===== src/rtl/block_mult_pkg.sv =====
// Shared types and helpers for the block-multiply output sequencers.
// Holds the serializer state encoding, the default word width and the index-width helper.
package block_mult_pkg;

  typedef enum logic {
    IDLE = 1'b0,
    SEND = 1'b1
  } state_t;

  localparam int DEFAULT_DATA_W = 16;

  function automatic int idx_width(input int n);
    int w;
    w = $clog2(n);
    return (w < 1) ? 1 : w;
  endfunction

endpackage


===== src/rtl/frame_index_counter.sv =====
// Up/down modulo-COUNT_N index counter with synchronous load, count enable and terminal flag.
// Wraps explicitly at the modulo boundary, so non-power-of-two frame sizes never overflow into unused codes.
module frame_index_counter #(
  parameter int COUNT_N = 4,
  parameter int CNT_W   = 2
) (
  input  logic             clock,
  input  logic             reset,
  input  logic             load,
  input  logic [CNT_W-1:0] load_value,
  input  logic             enable,
  input  logic             down,
  output logic [CNT_W-1:0] count,
  output logic             terminal
);

  localparam logic [CNT_W-1:0] TOP = CNT_W'(COUNT_N - 1);

  always_ff @(posedge clock or posedge reset) begin
    if (reset) begin
      count <= '0;
    end else if (load) begin
      count <= load_value;
    end else if (enable) begin
      if (down) count <= (count == '0) ? TOP : count - CNT_W'(1);
      else      count <= (count == TOP) ? '0 : count + CNT_W'(1);
    end
  end

  // Terminal is the last index visited in the current direction.
  assign terminal = down ? (count == '0) : (count == TOP);

endmodule


===== src/rtl/block_serializer.sv =====
// Captures a NUM_IN-word frame with valid/ready and replays it one word per beat with index/last markers.
// Optional BLOCK_SERIALIZER_DIR_EN adds in_dir to replay a frame in descending word order.
module block_serializer
  import block_mult_pkg::*;
#(
  parameter int  DATA_W = DEFAULT_DATA_W,
  parameter int  NUM_IN = 4,
  localparam int IDX_W  = idx_width(NUM_IN)
) (
  input  logic                     clock,
  input  logic                     reset,
  input  logic                     in_valid,
  output logic                     in_ready,
  input  logic [NUM_IN*DATA_W-1:0] in_data,
  output logic                     out_valid,
  input  logic                     out_ready,
  output logic [DATA_W-1:0]        out_data,
  output logic [IDX_W-1:0]         out_index,
  output logic                     out_last,
`ifdef BLOCK_SERIALIZER_DIR_EN
  input  logic                     in_dir,
`endif
  output logic                     busy
);

  localparam logic [IDX_W-1:0] LAST_IDX = IDX_W'(NUM_IN - 1);

  state_t            state, state_nxt;
  logic [DATA_W-1:0] frame_q [NUM_IN];
  logic [IDX_W-1:0]  idx, load_value;
  logic              dir_in, dir_q;
  logic              accept, beat, last_beat, terminal, cnt_load, cnt_en;

  assign accept    = in_valid && in_ready;
  assign beat      = out_valid && out_ready;
  assign last_beat = beat && out_last;

`ifdef BLOCK_SERIALIZER_DIR_EN
  assign dir_in = in_dir;
  always_ff @(posedge clock or posedge reset) begin
    if (reset)       dir_q <= 1'b0;
    else if (accept) dir_q <= dir_in;
  end
`else
  assign dir_in = 1'b0;
  assign dir_q  = 1'b0;
`endif

  // A new frame loads its start index; a final beat with no successor parks idx at zero.
  assign cnt_load   = accept || last_beat;
  assign load_value = (accept && dir_in) ? LAST_IDX : '0;
  assign cnt_en     = beat && !out_last;

  frame_index_counter #(
    .COUNT_N (NUM_IN),
    .CNT_W   (IDX_W)
  ) u_index (
    .clock      (clock),
    .reset      (reset),
    .load       (cnt_load),
    .load_value (load_value),
    .enable     (cnt_en),
    .down       (dir_q),
    .count      (idx),
    .terminal   (terminal)
  );

  always_ff @(posedge clock or posedge reset) begin
    if (reset) begin
      for (int k = 0; k < NUM_IN; k++) frame_q[k] <= '0;
    end else if (accept) begin
      for (int k = 0; k < NUM_IN; k++) frame_q[k] <= in_data[k*DATA_W +: DATA_W];
    end
  end

  always_ff @(posedge clock or posedge reset) begin
    if (reset) state <= IDLE;
    else       state <= state_nxt;
  end

  always_comb begin
    state_nxt = state;
    case (state)
      IDLE: if (accept) state_nxt = SEND;
      SEND: if (last_beat && !accept) state_nxt = IDLE;
      default: state_nxt = IDLE;
    endcase
  end

  always_comb begin
    in_ready  = 1'b0;
    out_valid = 1'b0;
    out_data  = '0;
    out_index = '0;
    out_last  = 1'b0;
    busy      = 1'b0;
    case (state)
      IDLE: in_ready = 1'b1;
      SEND: begin
        out_valid = 1'b1;
        busy      = 1'b1;
        out_data  = frame_q[idx];
        out_index = idx;
        out_last  = terminal;
        in_ready  = terminal && out_ready;
      end
      default: ;
    endcase
  end

endmodule


===== config.mk =====
export PLATFORM = sky130hd
export DESIGN_NAME = block_serializer
export DESIGN_NICKNAME = d
export VERILOG_FILES = /design/src/rtl/block_mult_pkg.sv /design/src/rtl/frame_index_counter.sv /design/src/rtl/block_serializer.sv
export SDC_FILE = /design/constraint.sdc
export NUM_CORES = 1
export LEC_CHECK = 0
export CAP_MARGIN = 25
export CORE_UTILIZATION = 46
export DETAILED_ROUTE_END_ITERATION = 10
export HOLD_SLACK_MARGIN = 0.05
export PLACE_DENSITY = 0.77
export SLEW_MARGIN = 20
export SYNTH_ARGS = -nofsm -noshare
export SYNTH_HDL_FRONTEND = slang
export SYNTH_SLANG_ARGS = --single-unit

===== constraint.sdc =====
create_clock -name clock -period 2.1 [get_ports clock]
set_input_delay 0.315 -clock clock [delete_from_list [all_inputs] [get_ports clock]]
set_output_delay 0.315 -clock clock [all_outputs]
set_load 0.01 [all_outputs]

==> run summary <==
The maximum net fanout on the critical path is 5. The power density over the cells is 1370 nW/µm². The reg2reg setup slack came out at 490 ps. The final layout net count is 509.

The critical path goes through ha_2 > a21boi_4 > inv_2 > clkdlybuf4s50_1. The number of input and output port buffers inserted is 89. The async set or reset register ratio after synthesis is 1.00.

The floorplan has 33 rows. The final critical path time including I/O delays and setup came out at 2050 ps. The highest cell delay on the worst timing path came out at 470 ps. STA classifies the critical path endpoint as an output port. The number of buffers created by CTS is 9. The clock net in this run drives a total of 67 sinks. The startpoint identified for the worst register-to-register timing path is u_index.count[0]. The total overflow reported by the global router came out at 0. The total standard cell area after synthesis came out at 3990 µm². Max-cap violations in this run came to 0. In this run the critical register-to-register path is captured at frame_q[61].

The detailed router's first-iteration violation count is 173. The final route contains 3046 vias. The largest net degree at the start of global routing came out at 66. STA classifies the critical path startpoint as a flip-flop. The number of top-level pins came out at 90. The number of max-slew violations in the final report came to 0. For this configuration, the core starts out at a cell density of 0.481.

The post-layout instance area came out at 5090 µm². The first TritonRoute pass finished after 4 iterations. For this run, the register share of the synthesized area comes to 0.420. The number of standard cells in the layout, taps in and fillers out came out at 549. The fraction of the cycle the final worst path needs came out at 0.977. Dividing the detail-routed via count by the number of cells gives 5.55. The layout filler cell count is 685.

The class of the most critical setup path is flip-flop to output port. The number of setup buffers added after CTS came out at 0. The maximum root-to-sink buffer count is 2. The count of antenna-violating nets left after detailed routing is 0. The number of design rule violations left after detail routing is 0. The area of placed instances came out at 4940 µm². The hold violation total from the final report is 0.

The flow ran to the end, and the final reports show no timing, DRC or antenna violations. In this run, synthesis inferred 0 flip-flops with an integrated enable. The global-route total usage across every layer came out at 0.224. The weighted congestion reported at the end of routability-driven placement is 0.799. Relative to the synthesized area, the layout overhead comes to 27.4%. The gate count after technology mapping is 362.

The post-route clock skew is 3.26 ps. The half-perimeter wire length after placement came out at 6630 µm. The synthesized netlist net count is 431. The core region area came out at 8300 µm². The CTS tree is done. The average footprint of a synthesized cell came out at 11.0 µm². The via count of the first global-routing pass is 3110. Setup violations remaining at the end of the flow were counted as 0. The floorplan step set the die width to 95.2 µm. Of the cells placed in the final design, the portion with a size suffix greater than 1 is 0.225. The wire length of the first global-routing pass came out at 15200 µm. The data arrival time of the critical path came out at 1740 ps. The routed length per placed instance came out at 17.7 µm. The remaining max-slew budget at the tightest pin came out at 0.633. The maximum level of the CTS H-tree came out at 3.

The antenna cell count is 0. The required time at the worst-slack endpoint is 1780 ps. The maximum vdd drop came out at 826 µV. The number of antenna violations at the first check in global routing came out at 0.

Among all stages on the critical path, the largest delay is contributed by clkdlybuf4s50_1. The synthesized design contains 67 register bits. Once placement completed, the tool counted placed cells totaling 534.

The number of buffers inserted by hold repair at cts came out at 0. The buffer type at the clock tree root is clkbuf_8. The clock network latency to the later pin of the worst-skew pair came out at 330 ps. In this run the vertical extent of the chip is 95.2 µm. The Yosys warning count came out at 0. For this run, the top clock speed supported by timing is 487 MHz. The number of library cell types mapped by synthesis is 22. Counting cells, the worst reg-to-reg path comes to 4. The sum of routed wire length over all layers is 9730 µm. The accumulated negative setup slack came out at 0 ps. The transition time of the tightest slew-check pin is 550 ps. The die footprint is 9050 µm². The CTS clock-pin slew for the worst setup and hold paths came out at 70 ps.

For this design the static power due to leakage is 2.28 nW. In this run the worst hold path is classified as input pin to asynchronous set/reset pin. The most used flip-flop cell after synthesis is dfrtp_1.
-- metal layers --
layer	part of all wire	vias up	routed length, µm	track usage
li1	-	1417	-	-
met1	0.44	1498	4290	0.291
met2	0.48	108	4710	0.358
met3	0.051	23	494	0.0423
met4	0.024	0	235	0.110
met5	0	-	0	0
-- sequential cells by signal, indices dropped and copies added (netlist names) --
signal,count
frame_q,64
u_index.count,2
state,1
-- repair_timing --
action                     CTS  global route
resized for setup           18             2
setup endpoints to repair   18             5
hold endpoints to repair     0             0
-- worst max-delay path, delay by kind of cell, from the launching register on --
family | cells | cell delay (ps)
adder cells (fa/ha/maj) | 1 | 240
flip-flops | 1 | 450
AO/OA/AOI/OAI | 1 | 200
buffers and inverters | 2 | 510
-- placed cells by master, fill, tap and decap left out, types with 2 or more instances in the layout --
cell type / n
clkdlybuf4s50_1: 72
nand2_1: 65
inv_1: 64
dfrtp_1: 64
o32ai_2: 60
mux2i_1: 32
o22ai_1: 16
dlygate4sd2_1: 16
clkbuf_8: 10
buf_4: 9
buf_12: 6
o32ai_1: 4
inv_2: 3
clkinv_2: 3
dfrtp_2: 3
nand2b_1: 2
a31o_1: 2
and2_1: 2
clkbuf_1: 2
-- cells in the mapped netlist (2+ instances only) --
library cell  number  share of area
dfrtp_1           67           0.42
a31o_1             2         0.0044
nand2_1           66          0.062
nand2b_1           2         0.0031
o22ai_1           16          0.025
inv_2              2         0.0019
buf_4             12          0.023
mux2i_1           32          0.080
inv_1             65          0.061
o32ai_2           60           0.24
o32ai_1            4         0.0088
buf_6             11          0.031
and2_1             2         0.0031
buf_2             10          0.013
clkbuf_1           4         0.0038
-- stage by stage --
| step | util | hold WS, ps | total power [mW] | setup slack (ps) |
|---|---|---|---|---|
| floorplan | - | 470 | 4.91 | 102 |
| global placement | 0.595 | 491 | 6.15 | 188 |
| detailed placement | 0.595 | 495 | 6.26 | 150 |
| CTS | 0.613 | 134 | 6.98 | 13.7 |
| global route | 0.613 | 148 | 7.34 | -0.708 |
| finish | 0.613 | 140 | 6.97 | 48.6 |
-- kinds of logic (layout without fill, tap and decap cells) --
kind of cell | after synthesis | in the layout | synth area share
fa+ha+maj | 1 | 1 | 0.00313
simple gates | 75 | 75 | 0.0781
mux | 32 | 32 | 0.0803
compound gates | 83 | 83 | 0.286
flops | 67 | 67 | 0.420
buf+inv | 104 | 186 | 0.133
-- worst max-delay path by stage --
stage / startpoint / cells past startpoint / to
2_1_floorplan: reset / 1 / frame_q[0]
3_3_place_gp: out_ready / 4 / in_ready
3_5_place_dp: state / 4 / out_data[10]
4_1_cts: state / 4 / in_ready
5_1_grt: u_index.count[0] / 4 / in_ready
6_report: u_index.count[0] / 4 / in_ready
-- power breakdown --
group	switching [mW]	leakage [nW]	internal, mW
Sequential	0.400	0.811	1.93
Clock	0.466	0.0860	0.449
Combinational	1.71	1.39	2.01
Total	2.58	2.28	4.39
-- area by class of cell --
type / count / area (µm²) / share of cell area
Tap cell: 105 / 131 / 0.0258
Timing Repair Buffer: 104 / 1050 / 0.207
Multi-Input combinational cell: 191 / 1810 / 0.356
Inverter: 67 / 251 / 0.0494
Sequential cell: 67 / 1680 / 0.330
Clock inverter: 3 / 15.0 / 0.00295
Clock buffer: 12 / 145 / 0.0285
(Power assumes the default switching activity.)
